**src/rtl/lc3_sequencer.sv**
```systemverilog
// lc3_sequencer: multi-cycle control sequencer for an LC-3 style datapath.
//
// Walks each instruction through fetch (F_ADDR, F_MEM, F_IR) and DECODE, then
// one of: EXEC (ALU ops), M_ADDR/M_MEM/M_WB (LD/ST) or BRANCH, and back to
// F_ADDR. Memory waits are bounded by WAIT_MAX cycles; on expiry the access is
// abandoned with a MEM_ERR pulse.
//
// Parameters
//   WAIT_MAX      max cycles to wait for MEM_RDY before aborting (default 15)
// Optional feature
//   LC3_MUL_SHIFT_EN  when defined, opcode 1011 decodes to MUL/SL/SR;
//                     when undefined, opcode 1011 is illegal.
// Ports
//   CLK, RST_N            clock, synchronous active-low reset
//   IR[15:0], NZP[2:0]    instruction register and condition codes
//   MEM_RDY               memory access complete this cycle
//   MAR_LE .. REG_WE      one-cycle datapath load enables
//   MAR_SEL, PC_SEL       MAR source (1 = effective address), PC source (1 = branch)
//   ALU_CONTROL, IS_IMMEDIATE  ALU opcode and immediate B-operand select (EXEC only)
//   MEM_REQ, MEM_WE       memory request and write qualifier
//   ILLEGAL_OP, MEM_ERR   registered one-cycle error pulses
module lc3_sequencer #(
  parameter int unsigned WAIT_MAX = 15
) (
  input  logic        CLK,
  input  logic        RST_N,
  input  logic [15:0] IR,
  input  logic [2:0]  NZP,
  input  logic        MEM_RDY,
  output logic        MAR_LE,
  output logic        MDR_LE,
  output logic        PC_LE,
  output logic        IR_LE,
  output logic        CC_LE,
  output logic        REG_WE,
  output logic        MAR_SEL,
  output logic        PC_SEL,
  output logic [3:0]  ALU_CONTROL,
  output logic        IS_IMMEDIATE,
  output logic        MEM_REQ,
  output logic        MEM_WE,
  output logic        ILLEGAL_OP,
  output logic        MEM_ERR
);

  localparam int unsigned WaitW = (WAIT_MAX < 2) ? 1 : $clog2(WAIT_MAX + 1);

  // StFAddr=F_ADDR, StFMem=F_MEM, StFIr=F_IR, StMAddr=M_ADDR, StMMem=M_MEM, StMWb=M_WB
  typedef enum logic [3:0] {
    StFAddr,
    StFMem,
    StFIr,
    StDecode,
    StExec,
    StMAddr,
    StMMem,
    StMWb,
    StBranch
  } state_e;

  state_e             state_q, state_d;
  logic [WaitW-1:0]   wait_q;
  logic               illegal_q;
  logic               mem_err_q;

  logic [3:0]         opcode;
  logic               is_st;
  logic               ext_legal;
  logic               mem_state;
  logic               timeout;
  logic               illegal_d;
  logic               br_taken;
  logic [3:0]         alu_code;

  assign opcode    = IR[15:12];
  assign is_st     = (opcode == 4'b0011);
  assign mem_state = (state_q == StFMem) || (state_q == StMMem);
  assign br_taken  = |(IR[11:9] & NZP);

  // The last permitted waiting cycle; MEM_RDY in that cycle still completes.
  assign timeout   = mem_state && !MEM_RDY && (wait_q == WaitW'(WAIT_MAX - 1));

`ifdef LC3_MUL_SHIFT_EN
  assign ext_legal = (IR[4:3] != 2'b11);
`else
  assign ext_legal = 1'b0;
`endif

  // Bits not consumed by any decode path.
  logic unused_ir;
  assign unused_ir = ^{IR[8:6], IR[4:3], IR[2:0]};

  // ALU opcode for the instruction in IR; only presented on ALU_CONTROL in EXEC.
  always_comb begin
    alu_code = 4'b0000;
    case (opcode)
      4'b0101: alu_code = 4'b0001;
      4'b1001: alu_code = 4'b0100;
`ifdef LC3_MUL_SHIFT_EN
      4'b1011: begin
        case (IR[4:3])
          2'b00:   alu_code = 4'b0101;
          2'b10:   alu_code = 4'b0110;
          2'b01:   alu_code = 4'b0111;
          default: alu_code = 4'b0000;
        endcase
      end
`endif
      default: alu_code = 4'b0000;
    endcase
  end

  always_comb begin
    state_d = state_q;
    unique case (state_q)
      StFAddr: state_d = StFMem;
      StFMem: begin
        if (MEM_RDY) begin
          state_d = StFIr;
        end else if (timeout) begin
          state_d = StFAddr;
        end
      end
      StFIr: state_d = StDecode;
      StDecode: begin
        case (opcode)
          4'b0001, 4'b0101, 4'b1001: state_d = StExec;
          4'b1011:                   state_d = ext_legal ? StExec : StFAddr;
          4'b0010, 4'b0011:          state_d = StMAddr;
          4'b0000:                   state_d = StBranch;
          default:                   state_d = StFAddr;
        endcase
      end
      StExec:  state_d = StFAddr;
      StMAddr: state_d = StMMem;
      StMMem: begin
        if (MEM_RDY) begin
          state_d = is_st ? StFAddr : StMWb;
        end else if (timeout) begin
          state_d = StFAddr;
        end
      end
      StMWb:    state_d = StFAddr;
      StBranch: state_d = StFAddr;
      default:  state_d = StFAddr;
    endcase
  end

  // Any DECODE exit straight back to fetch means the opcode was not accepted.
  assign illegal_d = (state_q == StDecode) && (state_d == StFAddr);

  always_ff @(posedge CLK) begin
    if (!RST_N) begin
      state_q   <= StFAddr;
      wait_q    <= '0;
      illegal_q <= 1'b0;
      mem_err_q <= 1'b0;
    end else begin
      state_q   <= state_d;
      illegal_q <= illegal_d;
      mem_err_q <= timeout;
      if (state_d != state_q) begin
        wait_q <= '0;
      end else if (mem_state && !MEM_RDY) begin
        wait_q <= wait_q + 1'b1;
      end
    end
  end

  always_comb begin
    MAR_LE       = 1'b0;
    MDR_LE       = 1'b0;
    PC_LE        = 1'b0;
    IR_LE        = 1'b0;
    CC_LE        = 1'b0;
    REG_WE       = 1'b0;
    MAR_SEL      = 1'b0;
    PC_SEL       = 1'b0;
    ALU_CONTROL  = 4'b0000;
    IS_IMMEDIATE = 1'b0;
    MEM_REQ      = 1'b0;
    MEM_WE       = 1'b0;
    unique case (state_q)
      StFAddr: begin
        MAR_LE = 1'b1;
        PC_LE  = 1'b1;
      end
      StFMem: begin
        MEM_REQ = 1'b1;
        MDR_LE  = MEM_RDY;
      end
      StFIr: IR_LE = 1'b1;
      StExec: begin
        REG_WE       = 1'b1;
        CC_LE        = 1'b1;
        ALU_CONTROL  = alu_code;
        IS_IMMEDIATE = ((opcode == 4'b0001) || (opcode == 4'b0101)) && IR[5];
      end
      StMAddr: begin
        MAR_LE  = 1'b1;
        MAR_SEL = 1'b1;
        MDR_LE  = is_st;
      end
      StMMem: begin
        MEM_REQ = 1'b1;
        MEM_WE  = is_st;
        MDR_LE  = MEM_RDY && !is_st;
      end
      StMWb: begin
        REG_WE = 1'b1;
        CC_LE  = 1'b1;
      end
      StBranch: begin
        PC_LE  = br_taken;
        PC_SEL = br_taken;
      end
      default: ;
    endcase
    // Hold every enable inactive while reset is asserted.
    if (!RST_N) begin
      MAR_LE       = 1'b0;
      MDR_LE       = 1'b0;
      PC_LE        = 1'b0;
      IR_LE        = 1'b0;
      CC_LE        = 1'b0;
      REG_WE       = 1'b0;
      MAR_SEL      = 1'b0;
      PC_SEL       = 1'b0;
      ALU_CONTROL  = 4'b0000;
      IS_IMMEDIATE = 1'b0;
      MEM_REQ      = 1'b0;
      MEM_WE       = 1'b0;
    end
  end

  assign ILLEGAL_OP = illegal_q;
  assign MEM_ERR    = mem_err_q;

endmodule

```
**config.mk**
```make
export PLATFORM = sky130hd
export DESIGN_NAME = lc3_sequencer
export DESIGN_NICKNAME = d
export VERILOG_FILES = /design/src/rtl/lc3_sequencer.sv
export SDC_FILE = /design/constraint.sdc
export NUM_CORES = 1
export LEC_CHECK = 0
export ABC_AREA = 1
export BUFFER_PORTS_ARGS = -buffer_cell sky130_fd_sc_hd__buf_2
export CORE_MARGIN = 3
export CORE_UTILIZATION = 45
export DETAILED_ROUTE_END_ITERATION = 8
export PLACE_DENSITY = 0.86
export SLEW_MARGIN = 10
export SYNTH_ARGS = -nofsm -noshare
export SYNTH_HDL_FRONTEND = slang
export SYNTH_SLANG_ARGS = --single-unit
```
**constraint.sdc**
```tcl
create_clock -name CLK -period 1.9 [get_ports CLK]
set_input_delay 0.19 -clock CLK [delete_from_list [all_inputs] [get_ports CLK]]
set_output_delay 0.19 -clock CLK [all_outputs]
set_load 0.01 [all_outputs]
```
==> results.ini <==
[cts]
cts_setup_buffers=0
cts_tree=built
cts_buffers=3
htree_levels=1
cts_root_buffer=clkbuf_4
clock_path_buffers=2
insertion_delay_ns=0.28
clk_pin_slew_ns=0.06
clkSinkCount=10

[power_and_ir_drop]
netSwitchingPower_uw=169
power.density_mw_per_mm2=508
p_leak_nw=0.514
p_int_uw=337
swShare_pct=33.4
pwr-share-clk_pct=29.3
irDropWorstVdd_mv=0.368
seq_power_share_pct=44.4
p_comb_share_pct=26.3
power_uw=506

[global_routing]
grt_use_met2_pct=32.1
use_met3_pct=6.44
grt_pass1_wl_mm=3.55
grt-ovfl-total=0
top_usage_layer=met2
grtUsageTotal_pct=18.9
grt_pass1_vias=873
antenna_found_initial=0
met1_usage_pct=20.9
grt_max_degree=13

[min_path]
whs_endpoint=ILLEGAL_OP
worstHoldStart=RST_N
hp-class=input port to flip-flop
hold_depth=3

[setup_path]
critPathBufInv=3
cp.arrival_ns=1.56
critPathMaxFanout=5
reg2reg_from=wait_q[0]
critPathMostFrequentCell=nor2_1
crit_family=simple AND/OR/NAND/NOR gates
max_stage_delay_ns=0.38
worstPathRequired_ns=1.71
critPathLaunchType=flip-flop
path_cells=inv_1 -> nor2_4 -> nand2_2 -> nor2_1 -> nand2_1 -> inv_1 -> nor2_1 -> nor2_1 -> buf_2
critical_path_class=flip-flop to output pin
r2r_cells=8
end_kind=output pin
r2r_end=wait_q[1]
slowest_stage=dfxtp_2
r2r_slack_ns=0.25

[detailed_routing]
routed_via_density=5.10
firstDrtPassIters=4
drt_iter0_drc=31
routed_wirelength_mm=2.13
vias=958
wl_per_cell_um=11.3
ant_nets=0
drcViolationCount=0

[timing]
clock.fmax_mhz=573
fin_tns_setup_ns=0
rsz0062_at_grt=false
holdWs_ns=0.228
finalCritPeriodShare_pct=91.9
hold_viol=0
finalCriticalPeriod_ns=1.75
slew_violations=0
skew_ns=0.00527
setup_viol=0
postLayoutSetupSlackWorst_ns=0.153

[cells_and_area]
multiInputGateArea_um2=532
fillers=158
final_nets=190
drive_gt1_share_pct=29.9
final_cell_mix=28 x buf_2, 25 x nand2_1, 24 x nor2_1
regArea_um2=204
num_antenna_cells=0
final_cells=188
layout_commonest_cell=buf_2
syn2layout_area_growth_pct=22.3

[synthesis]
yosysUniqueCellTypes=24
yosysSeqAreaShare_pct=24.6
ys_warn_count=0
syn_area_per_cell_um2=5.99
netlist_area_um2=815
synth-seq-cells=10
synthCells=136

[place]
gp_congestion=0.869
place_ws_ns=0.263
dp.cells=185
io_buffers=28
dp_hpwl_mm=1.71

[floorplan]
core-area_mm2=0.00161
start_util_pct=50.5
pin_count=39
row_count=14
die_w_um=48.5
dieArea_mm2=0.00236
die-height_um=48.5

[run_status]
outcome=finished, final reports clean

[run]
max-cap-violations=0

power groups by stage:
stage          Clock [mW]  Sequential (mW)  Combinational (mW)
3_5_place_dp            0            0.228               0.131
3_3_place_gp            0            0.228               0.126
4_1_cts             0.151            0.223               0.131
6_report            0.148            0.224               0.133
2_1_floorplan           0            0.227              0.0921
5_1_grt             0.164            0.225               0.148
worst max path at each step:
stage | startpoint | endpoint | slack [ns] | cells past startpoint
2_1_floorplan | wait_q[0] | wait_q[0] | 0.56 | 8
3_3_place_gp | state_q[2] | wait_q[1] | 0.36 | 10
3_5_place_dp | state_q[2] | wait_q[3] | 0.26 | 10
4_1_cts | state_q[0] | MDR_LE | 0.05 | 9
5_1_grt | state_q[2] | MDR_LE | 0.05 | 9
6_report | state_q[2] | MDR_LE | 0.15 | 9
registers in the layout, summed over array words and instances (netlist names):
name,count
wait_q,4
MEM_ERR,1
ILLEGAL_OP,1
state_q,4
through the flow:
stage	area, µm²	util, %
after floorplan	818	-
after global placement	962	59.7
after detailed placement	962	59.7
after CTS	985	61.1
after global routing	996	61.8
final	996	61.8
worst min-delay path: cells and delay by family:
| kind | cells | cell delay [ns] |
|---|---|---|
| and+or+nand+nor | 2 | 0.15 |
| buffers and inverters | 1 | 0.13 |
layout make-up:
type	instances	share of cell area, %
well taps	24	3.02
repair buffers	28	14.1
inverters	18	6.78
flip-flops and latches	10	20.5
clock buffers	3	2.26
multi-input cells	105	53.4
cell usage after synthesis:
cell type | number | share of area (%)
nand2_1 | 25 | 12
nor2_1 | 25 | 12
inv_1 | 16 | 7.4
nand3_1 | 14 | 8.6
dfxtp_1 | 10 | 25
a21oi_1 | 7 | 4.3
nor3_1 | 7 | 4.3
nor2_2 | 5 | 3.8
nand2_2 | 4 | 3.1
buf_4 | 3 | 2.8
nand4_1 | 3 | 2.3
ha_1 | 2 | 3.1
inv_2 | 2 | 0.92
o21ai_0 | 2 | 1.2
xor2_1 | 2 | 2.2
a31oi_1 | 1 | 0.77
clkbuf_1 | 1 | 0.46
conb_1 | 1 | 0.46
nand2_4 | 1 | 1.4
nand3_2 | 1 | 1.2
nand3b_1 | 1 | 0.92
nand3b_2 | 1 | 1.4
o22ai_1 | 1 | 0.77
xnor2_1 | 1 | 1.1
cell families after synthesis:
logic type,after synthesis,synth area share [%]
xor gates and xnor gates,3,3.23
and+or+nand+nor,87,50.1
DFF,10,24.6
buffers and inverters,22,11.5
adders and majority gates,2,3.07
AOI/OAI and AO/OA,11,7.07
other,1,0.460
routing by layer:
metal | wire length, µm | up-vias
li1 | - | 486
met1 | 859 | 428
met2 | 1050 | 37
met3 | 172 | 7
met4 | 46 | 0
met5 | 0 | -
repair_timing:
item / CTS / global route
resized for setup: 0 / 5
setup endpoints to repair: 0 / 1
hold buffers: 0 / 0
Power figures use the tool's default switching activity.
